[src/rtl/booth_acc_pkg.sv]
// Shared definitions for the booth_acc signed accumulation stage.
// Holds the state encoding, the default widths and the saturation limits
// used when the design is built with BOOTH_ACC_SAT_EN defined.
package booth_acc_pkg;

   localparam int PROD_W_DEF    = 15;
   localparam int ACC_W_DEF     = 16;
   localparam int MAX_TERMS_DEF = 8;

   // Clamp limits for the default accumulator width
   localparam logic [ACC_W_DEF-1:0] ACC_SAT_MAX = {1'b0, {(ACC_W_DEF-1){1'b1}}};
   localparam logic [ACC_W_DEF-1:0] ACC_SAT_MIN = {1'b1, {(ACC_W_DEF-1){1'b0}}};

   typedef enum logic [1:0] {
      ST_IDLE = 2'd0,
      ST_ACC  = 2'd1,
      ST_DONE = 2'd2
   } booth_acc_state_t;

endpackage

[src/rtl/booth_acc_add.sv]
// Combinational sign-extended adder for booth_acc.
// Adds a PROD_W-bit signed product to an ACC_W-bit signed accumulator in
// ACC_W+1 bits and flags results outside the ACC_W signed range.
// BOOTH_ACC_SAT_EN defined: out-of-range sums clamp to the signed limits.
// BOOTH_ACC_SAT_EN undefined: sums wrap to ACC_W bits.
module booth_acc_add
   import booth_acc_pkg::*;
#(
   parameter int PROD_W = PROD_W_DEF,
   parameter int ACC_W  = ACC_W_DEF
) (
   input  logic [ACC_W-1:0]  acc,
   input  logic [PROD_W-1:0] prod,
   output logic [ACC_W-1:0]  sum,
   output logic              ovf
);

   logic [ACC_W:0] acc_ext;
   logic [ACC_W:0] prod_ext;
   logic [ACC_W:0] sum_ext;

   assign acc_ext  = {acc[ACC_W-1], acc};
   assign prod_ext = {{(ACC_W+1-PROD_W){prod[PROD_W-1]}}, prod};
   assign sum_ext  = acc_ext + prod_ext;

   // The extra top bit disagreeing with the ACC_W sign bit means out of range
   assign ovf = sum_ext[ACC_W] ^ sum_ext[ACC_W-1];

`ifdef BOOTH_ACC_SAT_EN
   localparam logic [ACC_W-1:0] SAT_MAX = {1'b0, {(ACC_W-1){1'b1}}};
   localparam logic [ACC_W-1:0] SAT_MIN = {1'b1, {(ACC_W-1){1'b0}}};

   // Clamp toward the side indicated by the true (wide) sign
   always_comb begin
      sum = sum_ext[ACC_W-1:0];
      if (ovf) begin
         sum = sum_ext[ACC_W] ? SAT_MIN : SAT_MAX;
      end
   end
`else
   assign sum = sum_ext[ACC_W-1:0];
`endif

endmodule

[src/rtl/booth_acc.sv]
// booth_acc: sums one vector of signed Booth products (valid/ready in,
// held valid/ready out) and reports sum, term count and sticky overflow.
// Build option: define BOOTH_ACC_SAT_EN for saturating accumulation,
// otherwise the accumulator wraps in two's complement.
module booth_acc
   import booth_acc_pkg::*;
#(
   parameter int PROD_W    = PROD_W_DEF,
   parameter int ACC_W     = ACC_W_DEF,
   parameter int MAX_TERMS = MAX_TERMS_DEF
) (
   input  logic                           clk,
   input  logic                           rst_n,
   input  logic                           in_valid,
   output logic                           in_ready,
   input  logic [PROD_W-1:0]              in_prod,
   input  logic                           in_last,
   output logic                           out_valid,
   input  logic                           out_ready,
   output logic [ACC_W-1:0]               out_acc,
   output logic [$clog2(MAX_TERMS+1)-1:0] out_count,
   output logic                           out_ovf
);

   localparam int CNT_W = $clog2(MAX_TERMS+1);
   localparam logic [CNT_W-1:0] CNT_ONE = CNT_W'(1);
   localparam logic [CNT_W-1:0] CNT_MAX = CNT_W'(MAX_TERMS);

   booth_acc_state_t state, state_n;
   logic [ACC_W-1:0] acc, acc_n;
   logic [CNT_W-1:0] count, count_n;
   logic             ovf, ovf_n;
   logic             beat;
   logic [ACC_W-1:0] add_base;
   logic [ACC_W-1:0] add_sum;
   logic             add_ovf;

   // A held result only blocks input until downstream takes it
   assign in_ready = (state != ST_DONE) || out_ready;
   assign beat     = in_valid && in_ready;

   // A new vector starts from zero; only a partial sum is carried forward
   assign add_base = (state == ST_ACC) ? acc : '0;

   booth_acc_add #(
      .PROD_W (PROD_W),
      .ACC_W  (ACC_W)
   ) u_add (
      .acc  (add_base),
      .prod (in_prod),
      .sum  (add_sum),
      .ovf  (add_ovf)
   );

   // Next-state and datapath update for the IDLE / ACC / DONE sequence
   always_comb begin
      state_n = state;
      acc_n   = acc;
      count_n = count;
      ovf_n   = ovf;
      unique case (state)
         ST_IDLE: begin
            if (beat) begin
               acc_n   = add_sum;
               count_n = CNT_ONE;
               ovf_n   = add_ovf;
               state_n = in_last ? ST_DONE : ST_ACC;
            end
         end
         ST_ACC: begin
            if (beat) begin
               acc_n   = add_sum;
               count_n = count + CNT_ONE;
               ovf_n   = ovf | add_ovf;
               state_n = (in_last || (count_n == CNT_MAX)) ? ST_DONE : ST_ACC;
            end
         end
         ST_DONE: begin
            if (beat) begin
               acc_n   = add_sum;
               count_n = CNT_ONE;
               ovf_n   = add_ovf;
               state_n = in_last ? ST_DONE : ST_ACC;
            end else if (out_ready) begin
               acc_n   = '0;
               count_n = '0;
               ovf_n   = 1'b0;
               state_n = ST_IDLE;
            end
         end
         default: begin
            state_n = ST_IDLE;
         end
      endcase
   end

   // State and result registers; out_valid is registered alongside the state
   always_ff @(posedge clk or negedge rst_n) begin
      if (!rst_n) begin
         state     <= ST_IDLE;
         acc       <= '0;
         count     <= '0;
         ovf       <= 1'b0;
         out_valid <= 1'b0;
      end else begin
         state     <= state_n;
         acc       <= acc_n;
         count     <= count_n;
         ovf       <= ovf_n;
         out_valid <= (state_n == ST_DONE);
      end
   end

   assign out_acc   = acc;
   assign out_count = count;
   assign out_ovf   = ovf;

endmodule

[config.mk]
export PLATFORM = sky130hd
export DESIGN_NAME = booth_acc
export DESIGN_NICKNAME = d
export VERILOG_FILES = /design/src/rtl/booth_acc_pkg.sv /design/src/rtl/booth_acc_add.sv /design/src/rtl/booth_acc.sv
export SDC_FILE = /design/constraint.sdc
export NUM_CORES = 1
export LEC_CHECK = 0
export CAP_MARGIN = 0
export CORE_MARGIN = 2
export CORE_UTILIZATION = 39
export CTS_CLUSTER_DIAMETER = 40
export DETAILED_ROUTE_END_ITERATION = 10
export GPL_ROUTABILITY_DRIVEN = 0
export GPL_TIMING_DRIVEN = 0
export MAX_ROUTING_LAYER = met4
export PLACE_DENSITY = 0.65
export SETUP_SLACK_MARGIN = 0.5
export SLEW_MARGIN = 10
export SYNTH_ARGS = -nofsm -noshare
export SYNTH_HDL_FRONTEND = slang
export SYNTH_HIERARCHICAL = 1
export SYNTH_SLANG_ARGS = --single-unit
[constraint.sdc]
create_clock -name clk -period 3.2 [get_ports clk]
set_clock_uncertainty 0.05 [all_clocks]
set_input_delay 0.64 -clock clk [delete_from_list [all_inputs] [get_ports clk]]
set_output_delay 0.64 -clock clk [all_outputs]
set_load 0.005 [all_outputs]
==> results_dict.tcl, run 1 <==
set metrics [dict create \
    routed.top_layer "met4" \
    synth_fp_nets 276 \
    worstPathRequired_ps 3340 \
    initial_core_util_pct 41.18 \
    rsz0062_at_grt "true" \
    regToRegSetupSlack_ps 290 \
    yosysSeqAreaShare_pct 30.48 \
    yosys-top-cells-area "dfrtp_1 30%, ha_1 13%, nand3_1 5.3%" \
    hold_class "input pin to asynchronous set/reset pin" \
    grt_max_degree 25 \
    synthAdderAreaFrac_pct 14.35 \
    path_cells "ha_4 -> inv_6 -> nor2_4 -> ha_4 -> fa_2 -> a211oi_4 -> o211ai_2 -> a311oi_2 -> a211oi_2 -> a211oi_2 -> xnor2_1 -> a22oi_1 -> o211ai_1" \
    final_antenna_net_count 0 \
    fin_nets 335 \
    fmax_mhz 343.3 \
    r2r-start "state[0]" \
    cts.clk_slew.worst_paths_ps 90 \
    slowest_stage "dfrtp_1" \
    power_density_nw_per_um2 889.6 \
    die-area_sq_um 5638 \
    startpoint "state[0]" \
    drive_gt1_share_pct 18.84 \
    root_buffer "clkbuf_8" \
    final_cell_mix "39 x clkdlybuf4s50_1, 24 x nor2_1, 24 x dfrtp_1" \
    finalInstanceArea_sq_um 2760 \
    async_reset_ff_share_pct 100.0 \
    arrival_ps 3050 \
    fp.dieH_um 75.09 \
    post_drt_wl_per_cell_um 13.86 \
    antenna_found_initial 0 \
    synth_ff_type "dfrtp_1" \
    cp_max_fo 6 \
    worst_pin_slew_ps 567.0 \
    dp_hpwl_um 3577 \
    syn_inst 234 \
    drcViolationCount 0 \
    hold_violations 0 \
    vias 1877 \
    startpoint_type "flip-flop" \
    clkLatencyLatePin_ps 270 \
    ctsHoldBuffers 0 \
    synth_edf_count 0 \
    status "completed" \
    grt_usage_pct 19.63 \
    num_rows 25 \
    area_delta_synth_final_pct 40.06 \
    grt_pass1_wl_um 8321 \
    p_leak_nw 1.231 \
    portBuffers 42 \
    wl_met1_um 2290 \
    placedInstanceArea_sq_um 2499 \
    critPathCapture "out_ovf" \
    slowest_delay_ps 430 \
    syn-cell-area_sq_um 1971 \
    firstDrtPassIters 4 \
    path_buf_inv 1 \
    htreeDepth 1 \
    power_mw 2.456 \
    met3_length_um 138 \
    cts_sinks 24 \
    core_sq_um 4786 \
    post-route-min-period_ps 2913 \
    synth_top_family_by_area "compound AO/OA/AOI/OAI gates" \
    wirelength_um 4974 \
    diodes 0 \
    cp.depth 13 \
    cap_violations 0 \
    relSlewSlack_pct 62.20 \
    yosys.area_share.simple_pct 18.41 \
    ir_drop_mv 0.4517 \
    synth_seq_cells 24 \
    cts_tree "yes" \
    synth-xor-area-share_pct 7.111 \
    grt_pass1_vias 1868 \
    post_drt_via_cell_ratio 5.228 \
    grt-ovfl-total 0 \
    dr_wl_met2_um 2510 \
    rr_worst_depth 13 \
    synth-compound-area-share_pct 24.06 \
    critPathTopFamily "compound AO/OA/AOI/OAI gates" \
    drt-initial-drc-count 81 \
    crit_type "flip-flop to flip-flop" \
    muxShareOfSynthArea_pct 0 \
    rr_endpoint "out_ovf" \
    setup_viol 0 \
    crit_path_end_kind "flip-flop" \
    fin_crit_sh_pct 91.04 \
    numCtsBuffers 3 \
    yosys_warnings 6 \
    synth_top_area_cell "dfrtp_1" \
    io_pins 43 \
    final_common_cell "clkdlybuf4s50_1" \
    synth.avg_cell_area_sq_um 8.422 \
    clockBufferDepth 2 \
    drv_slew 0 \
    die_x_um 75.09 \
    netlist-cell-type-count 46 \
    synth_top_area_share_pct 30.48 \
]
[cells in the mapped netlist (2+ instances only)]
cell	number
inv_2	2
nand2_1	11
xor2_1	6
o21ai_1	19
xnor2_1	10
nor2_1	27
inv_1	20
buf_2	4
o21ai_0	3
a21o_1	3
a21oi_1	17
clkbuf_1	2
or3_1	2
dfrtp_1	24
a211oi_1	2
a211oi_2	2
o211ai_1	4
nor2b_1	2
a22o_1	3
nor3_1	5
nand3_1	21
ha_1	21
[what timing repair did]
| item | CTS | global route |
|---|---|---|
| pin swaps | 15 | 12 |
| buffers inserted | 10 | 2 |
| hold endpoints to repair | 0 | 0 |
| setup endpoints to repair | 8 | 9 |
| gates resized for setup | 13 | 12 |
[where the power goes]
part / total [mW] / internal (mW) / switching (mW)
Combinational: 1.72 / 0.840 / 0.876
Sequential: 0.526 / 0.447 / 0.0791
Clock: 0.213 / 0.110 / 0.103
Total: 2.46 / 1.40 / 1.06
[cell families (layout without fill, tap and decap cells)]
group | count (synthesis) | in the layout
simple gates | 76 | 76
compound gates | 68 | 68
buf+inv | 28 | 86
flops | 24 | 24
fa+ha+maj | 22 | 22
xor+xnor | 16 | 16
[flip-flops by register name, indices dropped and copies added (netlist names)]
name	cells
out_acc	16
out_count	4
out_ovf	1
out_valid	1
state	2
[through the flow]
| step | setup slack [ps] | hold WS, ps | utilization, % | std cells | TNS, ps |
|---|---|---|---|---|---|
| final | 286.8 | 303.4 | 57.67 | 359 | 0 |
| after global routing | 142.4 | 346.4 | 57.67 | 359 | 0 |
| after CTS | 310.0 | 503.0 | 56.18 | 357 | 0 |
| after detailed placement | -184.8 | 481.8 | 52.21 | 343 | -184.8 |
| after global placement | -175.7 | 478.0 | 52.21 | 343 | -175.7 |
| after floorplan | 325.8 | 294.4 | - | 234 | 0 |
[how the worst min path moves through the flow]
stage                        to  slack [ps]
finish               out_acc[5]         300
global placement        out_ovf         480
global route         out_acc[1]         350
floorplan            out_acc[0]         290
CTS                 out_acc[14]         500
detailed placement  out_acc[14]         480
[metal layers]
metal	track usage, %	up-vias
li1	-	950
met1	24.98	888
met2	33.24	37
met3	1.205	2
met4	6.349	0
met5	-	-
[cell type report]
type	instances	area, sq um
Buffer	6	37.54
Sequential cell	24	600.6
Fill cell	442	2026
Timing Repair Buffer	54	510.5
Multi-Input combinational cell	182	1385
Clock buffer	4	55.05
Inverter	22	87.58
Tap cell	67	83.83
[worst reg2reg max path, stage by stage (launching register included)]
cell and delay [ps]:
dfrtp_1 430, ha_4 200, inv_6 80, nor2_4 40, ha_4 160, fa_2 370
a211oi_4 280, o211ai_2 120, a311oi_2 390, a211oi_2 140, a211oi_2 170, xnor2_1 160
a22oi_1 90, o211ai_1 170
Note: power is estimated with default switching activity, not from simulation.
==> inputs of run 2 (changes only) <==
Settings changed: GPL_TIMING_DRIVEN 0 to not set.
==> run 2 against run 1 <==
Effect of this change: global-route usage shrank 0.94 points; total power shrank 2.7%; critical path type unchanged; final area shrank 1.0%; worst setup slack gained 59 ps; critical path depth is the same; largest power group unchanged; sequential cell count is the same; highest routed layer unchanged; sequential share of layout area grew 0.28 points; sequential power grew 1%; final cell count shrank 0.56%; largest cell class unchanged.
==> results_dict.tcl, run 2 (synthesis results as in run 1) <==
set metrics [dict create \
    status "completed" \
    cts.clk_slew.worst_paths_ps 90 \
    power.share.clock_pct 7.6 \
    post-route-min-period_ps 2855 \
    final_common_cell "clkdlybuf4s50_1" \
    utilization_pct 57.07 \
    htreeDepth 1 \
    relSlewSlack_pct 59.70 \
    fp.dieH_um 75.09 \
    whs_path_depth 2 \
    top_usage_layer "met2" \
    grt_max_degree 25 \
    placed_cells 343 \
    post_drt_wl_per_cell_um 13.01 \
    antenna_found_initial 0 \
    hold_violations 0 \
    grt_pass1_wl_um 8038 \
    clockBufferDepth 2 \
    cts_tree "yes" \
    ctsHoldBuffers 0 \
    met1_usage_pct 23.58 \
    seq_power_share_pct 22.2 \
    drcViolationCount 0 \
    crit_type "flip-flop to flip-flop" \
    num_rows 25 \
    crit_path_end_kind "flip-flop" \
    power_density_nw_per_um2 874.6 \
    portBuffers 42 \
    core_sq_um 4786 \
    tns_ps 0 \
    power_mw 2.389 \
    finalNonFillerCells 357 \
    met3_usage_pct 2.008 \
    cts_sinks 24 \
    worstPathRequired_ps 3340 \
    fin_crit_sh_pct 89.21 \
    drt-initial-drc-count 75 \
    wirelength_um 4645 \
    post_drt_via_cell_ratio 5.053 \
    p_leak_nw 1.227 \
    root_buffer "clkbuf_8" \
    p_comb_share_pct 70.2 \
    io_pins 43 \
    worst_pin_slew_ps 603.1 \
    p_sw_share_pct 42.45 \
    rr_worst_depth 13 \
    p_sw_mw 1.014 \
    final_antenna_net_count 0 \
    setup_viol 0 \
    startpoint_type "flip-flop" \
    placedInstanceArea_sq_um 2521 \
    firstDrtPassIters 4 \
    arrival_ps 2990 \
    fin_nets 334 \
    intPower_mw 1.375 \
    drive_gt1_share_pct 16.55 \
    die_x_um 75.09 \
    die-area_sq_um 5638 \
    grt_pass1_vias 1796 \
    grt_usage_pct 18.69 \
    vias 1804 \
    finalInstanceArea_sq_um 2731 \
    drv_slew 0 \
    rsz0062_at_grt "true" \
    numCtsBuffers 3 \
    hold_class "flip-flop to flip-flop" \
    grt-ovfl-total 0 \
    largest_register_ffs 16 \
    clkLatencyLatePin_ps 260 \
    final_cell_mix "40 x clkdlybuf4s50_1, 25 x nor2_1, 23 x dfrtp_1" \
    cap_violations 0 \
    grt_use_met2_pct 32.75 \
    cp_max_fo 5 \
    dp_hpwl_um 3354 \
    diodes 0 \
    area_delta_synth_final_pct 38.60 \
    fmax_mhz 350.3 \
    ir_drop_mv 0.4411 \
    nFillCells 449 \
    initial_core_util_pct 41.18 \
]
==> run 2: cell types whose count changed in the layout (fill, tap and decap cells not counted), sizes merged <==
cell / previous run / this run
clkbuf: 6 / 3
clkdlybuf4s50: 39 / 40
==> run 2: path summary, 6_finish.rpt <==
path / start / to / slack (ps)
hold / removal: out_acc[12] / out_acc[12] / 500
max in group asynchronous: rst_n / state[0] / 2160
min in group asynchronous: rst_n / out_count[2] / 680
hold reg to reg: out_acc[12] / out_acc[12] / 500
setup / recovery: state[1] / out_ovf / 350
setup reg to reg: state[1] / out_ovf / 350
==> run 2: metrics by stage <==
stage	hold slack [ps]	setup WS, ps
floorplan	294.4	325.8
global placement	477.9	-26.95
detailed placement	486.2	-52.99
CTS	504.9	329.3
global route	535.0	156.3
finish	500.6	345.3
==> run 2: routing by layer <==
layer | up-vias | share of wire (%)
li1 | 947 | -
met1 | 828 | 47
met2 | 27 | 50
met3 | 2 | 1.9
met4 | 0 | 0.73
met5 | - | 0
==> run 2: final cells by class <==
type                       instances  area, sq um  area share (%)
sequential                        24        601.8           22.03
timing repair buffer              59        573.1           20.98
inverter                          22        90.09           3.298
tap                               67        83.83           3.069
clock buffer                       3        41.29           1.512
multi-input combinational        182         1341           49.11
==> run 2: critical path, stage by stage (launching register included) <==
cell and delay (ps):
dfrtp_1 400, inv_2 80, ha_4 170, inv_8 50
nor2_1 200, ha_1 270, a21oi_1 180, nor2_1 110
o31ai_2 280, a31oi_1 200, o31a_1 330, xnor2_1 190
a22oi_1 90, o211ai_1 180
==> run 2: power groups by stage <==
stage | clock [mW] | combinational, mW | sequential, mW
after floorplan | 0 | 0.996 | 0.545
after global placement | 0 | 1.50 | 0.539
after detailed placement | 0 | 1.51 | 0.543
after CTS | 0.196 | 1.66 | 0.532
after global routing | 0.206 | 1.88 | 0.552
final | 0.182 | 1.68 | 0.531
==> run 2: timing repair <==
item,4_1_cts,5_1_grt
pin swaps,16,8
setup endpoints to repair,7,8
resized for setup,14,4
setup buffers,9,2
